$ cat config.mk
export PLATFORM = sky130hd
export DESIGN_NAME = cv32e40p_tmr_fault_monitor
export DESIGN_NICKNAME = d
export VERILOG_FILES = /design/src/rtl/cv32e40p_pkg.sv /design/src/rtl/cv32e40p_sat_counter.sv /design/src/rtl/cv32e40p_tmr_fault_monitor.sv
export SDC_FILE = /design/constraint.sdc
export NUM_CORES = 1
export LEC_CHECK = 0
export BUFFER_PORTS_ARGS = -buffer_cell sky130_fd_sc_hd__buf_2
export CORE_MARGIN = 2
export CORE_UTILIZATION = 59
export CTS_BUF_LIST = sky130_fd_sc_hd__clkbuf_8
export DETAILED_ROUTE_END_ITERATION = 8
export GPL_TIMING_DRIVEN = 0
export PLACE_DENSITY_LB_ADDON = 0.08
export SLEW_MARGIN = 20
export SYNTH_ARGS = -nofsm -noshare
export SYNTH_HDL_FRONTEND = slang
export SYNTH_HIERARCHICAL = 1
export SYNTH_SLANG_ARGS = --single-unit
$ cat constraint.sdc
create_clock -name clk -period 2.5 [get_ports clk]
set_input_delay 0.25 -clock clk [delete_from_list [all_inputs] [get_ports clk]]
set_output_delay 0.25 -clock clk [all_outputs]
set_load 0.01 [all_outputs]
$ cat src/rtl/cv32e40p_pkg.sv
// Shared types and defaults for the TMR fault monitor.
// Latency: n/a (types and constants only).
// Backpressure: n/a.
package cv32e40p_pkg;

  // Health classification of the TMR interrupt controller; 2'b11 is illegal.
  typedef enum logic [1:0] {
    FM_OK        = 2'b00,
    FM_TRANSIENT = 2'b01,
    FM_PERMANENT = 2'b10
  } tmr_fm_state_e;

  // Default configuration: one flag per voter (req, sec, id, wu, mip).
  localparam int unsigned FM_NUM_SRC        = 5;
  localparam int unsigned FM_CNT_W          = 8;
  localparam int unsigned FM_PERSIST_CYCLES = 4;

  // Width needed to hold a run length of 0..persist inclusive.
  function automatic int unsigned fm_run_width(input int unsigned persist);
    return $clog2(persist + 1);
  endfunction

endpackage

$ cat src/rtl/cv32e40p_sat_counter.sv
// Up-counter that saturates at MAX and clears synchronously on clr_i.
// Latency: 1 cycle from inc_i/clr_i to cnt_o; clr_i has priority over inc_i.
// Backpressure: none; increments at MAX are silently dropped.
module cv32e40p_sat_counter #(
  parameter int unsigned     WIDTH = 8,
  parameter logic [WIDTH-1:0] MAX  = '1
) (
  input  logic             clk,
  input  logic             rst,
  input  logic             inc_i,
  input  logic             clr_i,
  output logic [WIDTH-1:0] cnt_o
);

  logic [WIDTH-1:0] cnt_q, cnt_d;

  // Next count: clear wins, otherwise step unless already at the ceiling.
  always_comb begin
    cnt_d = cnt_q;
    if (clr_i) begin
      cnt_d = '0;
    end else if (inc_i && (cnt_q != MAX)) begin
      cnt_d = cnt_q + WIDTH'(1);
    end
  end

  // Count register.
  always_ff @(posedge clk or posedge rst) begin
    if (rst) begin
      cnt_q <= '0;
    end else begin
      cnt_q <= cnt_d;
    end
  end

  assign cnt_o = cnt_q;

endmodule

$ cat src/rtl/cv32e40p_tmr_fault_monitor.sv
// Records, counts and classifies TMR voter mismatches; clears via req/ack handshake.
// Latency: 1 cycle from fault_i/clr_req_i to every output (all outputs registered).
// Backpressure: clr_req_i is held pending while any voter mismatches; no backpressure on fault_i.
module cv32e40p_tmr_fault_monitor
  import cv32e40p_pkg::*;
#(
  parameter int unsigned NUM_SRC        = FM_NUM_SRC,
  parameter int unsigned CNT_W          = FM_CNT_W,
  parameter int unsigned PERSIST_CYCLES = FM_PERSIST_CYCLES
) (
  input  logic               clk,
  input  logic               rst,
  input  logic [NUM_SRC-1:0] fault_i,
  input  logic               clr_req_i,
  output logic               clr_ack_o,
  output logic [NUM_SRC-1:0] fault_sticky_o,
  output logic [CNT_W-1:0]   fault_cnt_o,
  output tmr_fm_state_e      state_o,
  output logic               alarm_o,
  output logic               permanent_o
);

  localparam int unsigned       RUN_W    = fm_run_width(PERSIST_CYCLES);
  localparam logic [RUN_W-1:0]  RUN_MAX  = RUN_W'(PERSIST_CYCLES);
  localparam logic [RUN_W-1:0]  RUN_LAST = RUN_W'(PERSIST_CYCLES - 1);

  logic               any_fault;
  logic               any_fault_q;
  logic               fault_event;
  logic               clr_accept;
  logic [RUN_W-1:0]   run_q;

  logic               clr_ack_q, clr_ack_d;
  logic [NUM_SRC-1:0] sticky_q, sticky_d;
  tmr_fm_state_e      state_q, state_d;
  logic               alarm_q, perm_q;

  assign any_fault   = |fault_i;
  assign fault_event = any_fault & ~any_fault_q;
  // The ack cycle itself is excluded so a held request produces one ack per handshake.
  assign clr_accept  = clr_req_i & ~any_fault & ~clr_ack_q;

  // Edge detector history for the fault-event definition.
  always_ff @(posedge clk or posedge rst) begin
    if (rst) begin
      any_fault_q <= 1'b0;
    end else begin
      any_fault_q <= any_fault;
    end
  end

  cv32e40p_sat_counter #(
    .WIDTH (CNT_W)
  ) u_event_cnt (
    .clk   (clk),
    .rst   (rst),
    .inc_i (fault_event),
    .clr_i (1'b0),
    .cnt_o (fault_cnt_o)
  );

  // Run length of consecutive faulty cycles; any clean cycle restarts it.
  cv32e40p_sat_counter #(
    .WIDTH (RUN_W),
    .MAX   (RUN_MAX)
  ) u_run_cnt (
    .clk   (clk),
    .rst   (rst),
    .inc_i (any_fault),
    .clr_i (~any_fault),
    .cnt_o (run_q)
  );

  // Classification next state; the illegal encoding falls back to the safe PERMANENT.
  always_comb begin
    state_d = state_q;
    case (state_q)
      FM_OK: begin
        if (any_fault) begin
          state_d = FM_TRANSIENT;
        end
      end
      FM_TRANSIENT: begin
        if (any_fault && (run_q == RUN_LAST)) begin
          state_d = FM_PERMANENT;
        end else if (clr_accept) begin
          state_d = FM_OK;
        end
      end
      FM_PERMANENT: begin
        if (clr_accept) begin
          state_d = FM_OK;
        end
      end
      default: begin
        state_d = FM_PERMANENT;
      end
    endcase
  end

  // Sticky capture and acknowledge generation.
  always_comb begin
    clr_ack_d = clr_accept;
    sticky_d  = sticky_q | fault_i;
    if (clr_accept) begin
      sticky_d = '0;
    end
  end

  // Output registers; alarm/permanent are decoded from the next state so they align with state_o.
  always_ff @(posedge clk or posedge rst) begin
    if (rst) begin
      state_q   <= FM_OK;
      clr_ack_q <= 1'b0;
      sticky_q  <= '0;
      alarm_q   <= 1'b0;
      perm_q    <= 1'b0;
    end else begin
      state_q   <= state_d;
      clr_ack_q <= clr_ack_d;
      sticky_q  <= sticky_d;
      alarm_q   <= (state_d != FM_OK);
      perm_q    <= (state_d == FM_PERMANENT);
    end
  end

  assign state_o        = state_q;
  assign clr_ack_o      = clr_ack_q;
  assign fault_sticky_o = sticky_q;
  assign alarm_o        = alarm_q;
  assign permanent_o    = perm_q;

endmodule

# --- Yosys cells after proc, flatten, opt, wreduce, memory -nomap -nowiden ---
# Index checks and enable logic that the tools add are counted.
word_totals:
  ff_bits: 22
  latchBits: 0
  ram_bits: 0
  mem_bits_ro: 0
  input_bits: 8
  output_inout_bits: 18
  elab_cells: 37
  memories: 0
op_classes:
  add_sub_neg: 2
  n_mul: 0
  div_mod_pow: 0
  order_cmp: 0
  eq_ne: 7
  n_shift: 0
  muxes: 7
  bitwise_logic: 7
  reduce_logical: 6
ops:
  columns: ["operator", "n"]
  rows:
  - ["8-bit by 1-bit adder with 8-bit output, second input constant", 1]
  - ["8-bit != test, second input constant", 1]
  - ["2-bit 2-to-1 mux", 3]
  - ["3-bit 2-to-1 mux", 2]
  - ["2-bit one-hot mux with 3 select lines", 1]
  - ["5-bit 2-to-1 mux", 1]
  - ["5-bit bitwise OR", 1]
  - ["5-bit OR reduction", 1]
  - ["2-bit == test, second input constant", 2]
  - ["3-bit by 1-bit adder with 3-bit output, second input constant", 1]
  - ["1-bit AND", 3]
  - ["3-bit by 2-bit == test with 1-bit output, second input constant", 1]
  - ["1-bit logical AND", 3]
  - ["3-bit != test, second input constant", 1]
  - ["1-bit inverter", 3]
  - ["2-bit by 1-bit == test with 1-bit output, second input constant", 1]
  - ["2-bit zero test", 1]
  - ["2-bit by 1-bit != test with 1-bit output, second input constant", 1]
  - ["2-bit nonzero test", 1]

# --- Longest topological paths before layout ---
# Gate-level depths: netlist of the first run.
logic_depth:
  depth_word: 8
  depth_mapped: 6
  mapped_depth_nobuf: 6

# --- Cells and area by module ---
# Netlist of the first run, hierarchy kept.
modules_own_cells:
  columns: ["module", "n_inst", "cells_each", "area_each_um2", "seq_area_each_um2"]
  rows:
  - ["cv32e40p_sat_counter (u_event_cnt)", 1, 49, 504.2, 200.2]
  - ["cv32e40p_tmr_fault_monitor", 1, 39, 446.7, 275.3]
  - ["cv32e40p_sat_counter (u_run_cnt)", 1, 18, 202.7, 75.1]

# --- Worst setup path after synthesis of the first run ---
# No wires, ideal clock.
synth_timing:
  path_kind: "input to register"
  start: "in fault_i[1]"
  end: "reg u_event_cnt.cnt_q[7] (netlist: u_event_cnt/cnt_o[7])"
  setup_time_ps: 120
  t_arrival_ps: 1612
  required_ps: 2380
  path_slack_ps: 768
  stages: 6
  n_path_buf: 0
  path_cell_list: "or4_4 nor2_8 nor2_1 nand4_1 and2b_1 o211a_1"
synth_via:
  elab_chain_cells: 3
synth_rtl:
  columns: ["item", "line", "rtl"]
  rows:
  - ["start: declaration", "cv32e40p_tmr_fault_monitor.sv:13", "input logic [NUM_SRC-1:0] fault_i,"]
  - ["5-bit OR reduction", "cv32e40p_tmr_fault_monitor.sv:38", "assign any_fault = |fault_i;"]
  - ["1-bit AND", "cv32e40p_tmr_fault_monitor.sv:39", "assign fault_event = any_fault & ~any_fault_q;"]
  - ["net fault_event", "cv32e40p_tmr_fault_monitor.sv:29", "logic fault_event;"]
  - ["1-bit logical AND", "cv32e40p_sat_counter.sv:22", "end else if (inc_i && (cnt_q != MAX)) begin"]
  - ["end signal: assignment", "cv32e40p_sat_counter.sv:32", "cnt_q <= cnt_d;"]
  - ["end: declaration", "cv32e40p_sat_counter.sv:15", "logic [WIDTH-1:0] cnt_q, cnt_d;"]
# The timed path passes the listed nets, and every way through them passes these cells.
# A chain may end at the register's enable or synchronous reset.

# --- Worst setup path after layout of the first run ---
# Ends and elaborated chain as after synthesis.

==> run metrics, run 1 <==
outcome=finished clean; worst r2r src=u_event_cnt/cnt_o[0]; IO buf count=25; Worst Path Arrival=1880 ps; largest net degree at the start of global routing=12; Clock transition at path regs=70 ps; hold_buf cts=1; final WL=2100 um; Register-to-Register Path Depth=4; Ys Warns=6; CTS Sinks=22; maxcap violations=0; Antenna diodes=0; pwr dens=689 nW/um2; Via-to-Cell Ratio=5.36; Worst path slowest cell=or4_4; Logic pwr share=27.2%; setup TNS=0 ps; io pins=26; post-CTS resize count=0; critical path class=input pin to flip-flop; sequential group share of total power=50.1%; Lkg Pwr=0.000676 uW; RSZ-0062 raised after global routing=no; CP Capture Type=flip-flop; drt wl/cell=13.1 um; DR pass1 iterations=4; Num CTS Buffers=3; sequential area share after synthesis=47.7%; HPWL after DPL=1610 um; Internal Pwr Total=648 uW; fin nets=148; Clk Tree Root Cell=clkbuf_8; via count=857; gr ovfl total=0; P_sw=290 uW; Clock Latency Late Sink=260 ps; final count of pins violating max slew=0; Period Utilization, post-route=68.9%; Initial DRC Count=18; post-CTS setup buffers=0; initial core utilization=64.7%; first-pass GRT wire length=3190 um; H-tree lvl count=1; Post-Syn Nets=117; min cycle time layout=1720 ps; FP Rows=15; cells after synthesis=106; CP Data Required Time=2650 ps; Slowest Stage Delay on Critical Path=590 ps; worst hold path endpoint=fault_sticky_o[2]; Avg Cell Area, Syn=10.9 um2; Die Y=48.2 um; Setup Skew=1.72 ps; Crit Path Max Fanout=11; post-synth cell types=35; worst vdd ir=0.736 mV; worst-path cell chain=buf_2, or4_4, nor2_8, nor2_1, nand4_1, and2b_1, o211a_1; Layout area overhead=18.0%; critical path launch point type=input pin; CP startpoint=fault_i[1]; synthesized area=1150 um2; initial antenna violation count=0; Cells on Worst Hold Path=3; vias in the first global route=758; FF-to-FF setup slack=860 ps; Hold Startpoint=fault_i[2]; layout cells sized above 1=32.6%; CTS tree=done; clock share of power=22.7%; min-delay worst type=input pin to flip-flop; core area=1780 um2; Highest Clock Rate=0.580 GHz; final setup fails=0; antenna-violating nets left=0; final core utilization=76.4%; residual DRC count=0; synthesized flop and latch total=22; FF-to-FF End=u_event_cnt/cnt_o[5]; die area=2330 um2; Final Hold Vio Count=0; gpl congestion=0.801; Total GRT Usage=20.8%; Die W=48.2 um; clk buf depth=2; switching share of total power=31.0%
-- area by class of cell --
| type | instances | area, um2 |
|---|---|---|
| fill | 132 | 422 |
| buffer | 2 | 15.0 |
| tap | 25 | 31.3 |
| clock buffer | 3 | 41.3 |
| inverter | 8 | 30.0 |
| sequential | 22 | 551 |
| timing repair buffer | 26 | 135 |
| multi-input combinational | 74 | 558 |
-- cells in the mapped netlist (all sizes together) --
library cell  count  share of area [%]
o21ai             2               0.87
and2b             1               0.65
or4               1               0.98
a21oi             8                4.1
o21bai            1               0.65
mux2              6                7.8
clkbuf            1               0.33
nand3             2               0.87
and3              1               0.54
nand4b            1               0.76
a211oi            1                1.1
nand2b            4                2.2
nand4             2                1.1
ha                3                3.3
nor2b             5                2.7
o311a             1               0.87
and4              1               0.76
and4b             1               0.87
and3b             1               0.76
nor2             18                7.3
mux2i             2                1.7
buf               1               0.98
o211a             1               0.87
a41oi             1               0.76
inv               8                2.6
dfrtp            22                 48
conb              1               0.33
a21boi            2                2.6
nand2             4                1.3
nor3              3                2.7
-- registers in the layout, indices dropped and copies added, names as in the netlist --
signal,count
u_event_cnt/cnt_o,8
fault_sticky_o,5
u_run_cnt/cnt_o,3
state_o,2
alarm_o,1
any_fault_q,1
clr_ack_o,1
permanent_o,1
-- worst max path at each step --
stage | to | slack [ps] | cells past startpoint
2_1_floorplan | u_event_cnt/cnt_o[7] | 770 | 6
3_3_place_gp | u_event_cnt/cnt_o[7] | 550 | 7
3_5_place_dp | u_event_cnt/cnt_o[7] | 500 | 7
4_1_cts | u_event_cnt/cnt_o[7] | 780 | 7
5_1_grt | u_event_cnt/cnt_o[7] | 720 | 7
6_report | u_event_cnt/cnt_o[7] | 780 | 7
-- logic make-up after synthesis --
family / synth area share (%)
DFF: 47.7
muxes: 9.54
buffers and inverters: 3.90
other: 0.325
and+or+nand+nor: 23.4
AOI/OAI and AO/OA: 11.8
adders and majority gates: 3.25
-- power by group through the flow --
stage	registers [uW]	logic [uW]	clock network [uW]
floorplan	475	178	0
global placement	469	241	0
detailed placement	476	256	0
CTS	470	257	222
global route	478	289	229
finish	470	255	213
-- layer usage --
metal  vias up  part of all wire [%]  track usage, %
met2        28                    50            34.5
met5         -                     0               0
met3         5                   5.1            5.56
li1        419                     -               -
met4         0                   2.8            14.6
met1       405                    42            23.1
-- cells in the final DEF, fill, tap and decap left out, drive strengths merged --
master       count
or4              1
o211a            1
nand2            4
and4             1
nand4            2
o311a            1
buf             26
nor2b            5
and2b            1
dlygate4sd3      1
a211oi           1
conb             1
ha               3
mux2i            2
a41oi            1
nor2            18
and4b            1
mux2             6
and3             1
a21oi            8
clkbuf           4
dfrtp           22
inv              8
o21bai           1
nor3             3
nand4b           1
a21boi           2
nand3            2
o21ai            2
and3b            1
nand2b           4
-- critical path: cells and delay by family --
kind	cells	cell delay, ps
AOI/OAI and AO/OA	1	200
buffers and inverters	1	100
and+or+nand+nor	5	1320
-- through the flow --
stage	area (um2)	setup slack (ps)	instances	hold WS, ps	power [uW]
global placement	1310	550	156	140	711
finish	1360	777	160	222	938
detailed placement	1310	499	156	140	731
floorplan	1150	768	106	3.64	653
CTS	1360	782	160	219	948
global route	1360	722	160	231	997
Power figures use the tool's default switching activity.
==> run 2, diff against run 1 <==
--- a/config.mk
+++ b/config.mk
@@ -7,7 +7,7 @@
 export LEC_CHECK = 0
 export BUFFER_PORTS_ARGS = -buffer_cell sky130_fd_sc_hd__buf_2
 export CORE_MARGIN = 2
-export CORE_UTILIZATION = 59
+export CORE_UTILIZATION = 55
 export CTS_BUF_LIST = sky130_fd_sc_hd__clkbuf_8
 export DETAILED_ROUTE_END_ITERATION = 8
 export GPL_TIMING_DRIVEN = 0
==> constraint.sdc (replaced) <==
create_clock -name clk -period 1.75 [get_ports clk]
set_input_delay 0.175 -clock clk [delete_from_list [all_inputs] [get_ports clk]]
set_output_delay 0.175 -clock clk [all_outputs]
set_load 0.01 [all_outputs]
==> run 2 against run 1 <==
Compared with the run above:
- power is 49% higher
- clock skew rose by 1.5 ps
- non-clock buffer count did not move
- sequential power grew 42%
- design area is 1.2% higher
- die area grew 6.7%
- clock-buffer cell count is 1 higher
- largest power group unchanged
==> run metrics, run 2 (same netlist as run 1, synthesis figures left out) <==
clk buf depth=2; die area=2480 um2; Clock transition at path regs=80 ps; layout cells sized above 1=33.1%; CP Capture Type=flip-flop; Total GRT Usage=18.4%; min-delay worst type=input pin to flip-flop; final WL=2030 um; H-tree lvl count=1; min cycle time layout=1640 ps; antenna-violating nets left=0; most frequent cells in the layout=25 x buf_2, 22 x dfrtp_1, 17 x nor2_1, 8 x inv_1; CTS Sinks=22; critical path class=flip-flop to flip-flop; Num CTS Buffers=3; Layout area overhead=19.4%; Via-to-Cell Ratio=5.21; Clk Tree Root Cell=clkbuf_8; initial antenna violation count=0; drt wl/cell=12.5 um; first-pass GRT wire length=3480 um; DR pass1 iterations=4; max reg flops=8; Crit Path Max Fanout=5; Die W=49.8 um; total power=1390 uW; Lkg Pwr=0.000683 uW; FP Rows=16; Highest Clock Rate=0.608 GHz; worst vdd ir=0.843 mV; Final Hold Vio Count=0; pwr dens=1010 nW/um2; gr ovfl total=0; Worst Path Arrival=1800 ps; CTS tree=done; HPWL after DPL=1550 um; Antenna diodes=0; gpl congestion=0.759; final setup fails=0; vias in the first global route=808; initial core utilization=58.8%; Period Utilization, post-route=94.0%; Die Y=49.8 um; Clock Latency Late Sink=260 ps; via count=849; RSZ-0062 raised after global routing=no; fin nets=148; residual DRC count=0; IO buf count=25; core area=1960 um2; maxcap violations=0; critical path launch point type=flip-flop; CP Data Required Time=1900 ps; Initial DRC Count=8; Reg area=551 um2; final count of pins violating max slew=0; io pins=26; outcome=finished clean; multi-input logic area=558 um2; commonest non-fill, non-tap cell in the layout=buf_2; Filler cells=183; Setup Skew=3.21 ps; largest net degree at the start of global routing=13; hold slack final=145 ps
## run 2: changes by cell type in the layout (fill, tap and decap cells not counted), sizes merged
cell    delta
clkbuf     +1
## run 2: layer usage
| layer | track usage [%] | vias up | part of all wire, % |
|---|---|---|---|
| li1 | - | 420 | - |
| met1 | 22.5 | 409 | 43 |
| met2 | 31.8 | 17 | 51 |
| met3 | 3.64 | 3 | 4.5 |
| met4 | 6.94 | 0 | 1.7 |
| met5 | 0 | - | 0 |
## run 2: path summary, 6_finish.rpt
| kind | startpoint | end | slack [ps] | depth (start not counted) |
|---|---|---|---|---|
| worst min-delay path | fault_i[3] | fault_sticky_o[3] | 140 | 3 |
| min in group asynchronous | rst | u_run_cnt/cnt_o[0] | 330 | 3 |
| worst max-delay path | u_event_cnt/cnt_o[0] | u_event_cnt/cnt_o[5] | 110 | 4 |
| worst min register to register | fault_sticky_o[3] | fault_sticky_o[3] | 490 | 2 |
| worst max register to register | u_event_cnt/cnt_o[0] | u_event_cnt/cnt_o[5] | 110 | 4 |
| max in group asynchronous | rst | fault_sticky_o[1] | 1020 | 3 |
## run 2: final cells by class
type / count / area share [%]
multi-input combinational: 74 / 40.5
sequential: 22 / 40.0
timing repair buffer: 26 / 9.81
clock buffer: 4 / 4.00
tap: 27 / 2.45
inverter: 8 / 2.18
buffer: 2 / 1.09
## run 2: metrics by stage
| stage | instance area [um2] | cells | setup TNS, ps | setup WS, ps | util (%) |
|---|---|---|---|---|---|
| final | 1380 | 163 | 0 | 105 | 70.2 |
| after global routing | 1380 | 163 | 0 | 50.4 | 70.2 |
| after CTS | 1380 | 163 | 0 | 112 | 70.2 |
| after detailed placement | 1310 | 158 | -473 | -162 | 66.9 |
| after global placement | 1310 | 158 | -348 | -128 | 66.9 |
| after floorplan | 1150 | 106 | 0 | 92.6 | - |
## run 2: report_power, final
| part | switching, uW | leakage, uW | internal (uW) | total (uW) |
|---|---|---|---|---|
| Clock | 161 | 0.0000288 | 201 | 362 |
| Combinational | 177 | 0.000397 | 187 | 364 |
| Sequential | 83.0 | 0.000257 | 585 | 668 |
## run 2: worst max-delay path, cell delays in order (launching register included)
cell and delay, ps:
dfrtp_1 420, ha_1 270, and3_1 260, a211oi_2 260, mux2_4 320
## run 2: timing repair
| item | in CTS | in global routing |
|---|---|---|
| hold buffers | 1 | 0 |
| endpoints found under the hold margin | 22 | 0 |
| gates resized for setup | 0 | 0 |
| setup buffers | 0 | 0 |
==> run 3, diff against run 2 <==
--- a/config.mk
+++ b/config.mk
@@ -5,9 +5,11 @@
 export SDC_FILE = /design/constraint.sdc
 export NUM_CORES = 1
 export LEC_CHECK = 0
+export ABC_AREA = 1
 export BUFFER_PORTS_ARGS = -buffer_cell sky130_fd_sc_hd__buf_2
-export CORE_MARGIN = 2
-export CORE_UTILIZATION = 55
+export CELL_PAD_IN_SITES_DETAIL_PLACEMENT = 0
+export CELL_PAD_IN_SITES_GLOBAL_PLACEMENT = 2
+export CORE_UTILIZATION = 31
 export CTS_BUF_LIST = sky130_fd_sc_hd__clkbuf_8
 export DETAILED_ROUTE_END_ITERATION = 8
 export GPL_TIMING_DRIVEN = 0
==> run 3 against run 2 <==
Compared with the run above:
- critical path depth increased by 4
- area after synthesis increased by 0.33%
- sequential power decreased by 4.6%
- clock skew increased by 7.8 ps
==> run metrics, run 3 <==
outcome=finished clean; Non-Filler Instances=225; RSZ-0062 raised after global routing=no; worst vdd ir=0.632 mV; post-synth top area share=47.6%; Synth Area in XOR/XNOR=3.03%; Highest Clock Rate=0.661 GHz; CP Capture Type=flip-flop; dominant cells by area after synthesis=dfrtp_1 48%, nand2_1 12%, inv_1 8.4%; antenna-violating nets left=0; Most Crowded Layer GR=met2; io pins=26; Clock transition at path regs=90 ps; max reg flops=8; Hold Startpoint=fault_i[3]; Die W=63.1 um; met1 Use GR=14.6%; largest net degree at the start of global routing=13; DR pass1 iterations=3; first-pass GRT wire length=3900 um; asr flop ratio synth=100%; most frequent cells in the layout=36 x nand2_1, 26 x inv_1, 25 x buf_2, 22 x dfrtp_1, 19 x nor2_1; Antenna diodes=0; Via-to-Cell Ratio=4.19; total power=1350 uW; synthesized area=1160 um2; placed cell count=220; min-delay worst type=input pin to flip-flop; Period Utilization, post-route=86.5%; Clock Latency Late Sink=270 ps; H-tree lvl count=1; post-synthesis simple-gate area fraction=33.7%; FP Rows=21; die area=3980 um2; worst hold path endpoint=fault_sticky_o[3]; critical path class=flip-flop to flip-flop; final WL=2240 um; min cycle time layout=1510 ps; FF-to-FF setup slack=240 ps; Avg Cell Area, Syn=7.93 um2; Lkg Pwr=0.000763 uW; commonest cells in the netlist=36 x nand2_1, 26 x inv_1, 22 x dfrtp_1; setup TNS=0 ps; IO buf count=25; layout cells sized above 1=25.7%; cells after synthesis=146; residual DRC count=0; grt met3 use=4.35%; Setup Skew=11.0 ps; core area=3470 um2; post-synth cell types=22; Ys Warns=6; top cell type by total area after synthesis=dfrtp_1; vias in the first global route=894; HPWL after DPL=1740 um; gr ovfl total=0; via count=942; Global Route met2 Usage=22.2%; Clk Tree Root Cell=clkbuf_8; number of flops mapped to enable cells by yosys=0; post-synthesis mux area share=0%; Initial DRC Count=32; final count of pins violating max slew=0; commonest non-fill, non-tap cell in the layout=nand2_1; CTS tree=done; maxcap violations=0; initial core utilization=33.4%; complex-gate fraction of the synthesized area=2.59%; initial antenna violation count=0; fin nets=191; clk buf depth=2; post-CTS resize count=0; Filler cells=386; CP Data Required Time=1960 ps; Crit Path Max Fanout=5; Cells on Worst Hold Path=3; Final Hold Vio Count=0; Register-to-Register Path Depth=8; sequential area share after synthesis=47.6%; Synth Area in Adders=3.24%; Worst Path Arrival=1720 ps; most frequent cell after synthesis=nand2_1; pwr dens=954 nW/um2; final setup fails=0; largest family of logic cells by synthesized area=simple AND/OR/NAND/NOR gates; critical path launch point type=flip-flop; dominant synthesized flop cell=dfrtp_1; synthesized flop and latch total=22; FF-to-FF End=u_event_cnt/cnt_o[1]; CTS Sinks=22; Num CTS Buffers=3; Die Y=63.1 um; worst r2r src=u_event_cnt/cnt_o[0]; gpl congestion=0.736; drt wl/cell=9.97 um; Layout area overhead=22.4%; Total GRT Usage=12.6%
==> run 3: cell count changes after synthesis, moves of 4 or more <==
cell | previous run | this run
nand2_1 | 4 | 36
inv_1 | 8 | 26
nand2_2 | 0 | 7
mux2_4 | 6 | 0
nand3_1 | 2 | 7
nor2b_1 | 5 | 0
nand2b_1 | 4 | 0
==> run 3: cell families after synthesis <==
logic type,after synthesis
AOI/OAI and AO/OA,6
xor gates and xnor gates,4
adders and majority gates,3
buffers and inverters,28
DFF,22
other,1
and+or+nand+nor,82
==> run 3: area by class of cell <==
| cell class | instances | area (um2) | area share (%) |
|---|---|---|---|
| Timing Repair Buffer | 26 | 135 | 9.54 |
| Multi-Input combinational cell | 99 | 508 | 35.9 |
| Clock buffer | 4 | 55.1 | 3.89 |
| Inverter | 28 | 110 | 7.77 |
| Tap cell | 46 | 57.6 | 4.06 |
| Sequential cell | 22 | 551 | 38.9 |
==> run 3: critical path: stages, from the launching register on <==
cell and delay [ps]:
dfrtp_1 430, ha_1 250, nand2_2 110, nor2_4 50, nand2_2 80, nand2_4 60
nor2_1 320, nand2_1 90, nand2_1 80
==> run 3: power by group <==
part	leakage (uW)	internal (uW)	switching [uW]	total, uW
Sequential	0.000257	580	57.6	637
Combinational	0.000477	143	204	347
Clock	0.0000288	201	167	368
==> run 3: repair_timing <==
action,4_1_cts,5_1_grt
hold buffers,1,0
buffers inserted,0,0
hold endpoints to repair,22,0
==> run 3: stage by stage <==
stage | cell area [um2] | setup slack (ps) | utilization [%] | hold slack [ps]
6_report | 1420 | 237 | 40.8 | 168
5_1_grt | 1420 | 128 | 40.8 | 178
4_1_cts | 1420 | 216 | 40.8 | 160
3_5_place_dp | 1350 | 224 | 39.0 | 75.0
3_3_place_gp | 1350 | 237 | 39.0 | 73.3
2_1_floorplan | 1170 | 437 | - | -71.4
==> run 3: metal layers <==
metal  routed length, um  vias up
li1                    -      501
met4                  12        0
met3                  92        2
met2                1140       15
met5                   0        -
met1                1000      424
==> run 3: worst max path at each step <==
| stage | start | end | slack, ps | cells after the start |
|---|---|---|---|---|
| after floorplan | u_event_cnt/cnt_o[0] | u_event_cnt/cnt_o[4] | 440 | 8 |
| after global placement | u_event_cnt/cnt_o[0] | u_event_cnt/cnt_o[1] | 240 | 8 |
| after detailed placement | fault_i[4] | u_event_cnt/cnt_o[1] | 220 | 10 |
| after CTS | u_event_cnt/cnt_o[0] | u_event_cnt/cnt_o[1] | 220 | 8 |
| after global routing | u_event_cnt/cnt_o[0] | u_event_cnt/cnt_o[5] | 130 | 8 |
| final | u_event_cnt/cnt_o[0] | u_event_cnt/cnt_o[1] | 240 | 8 |
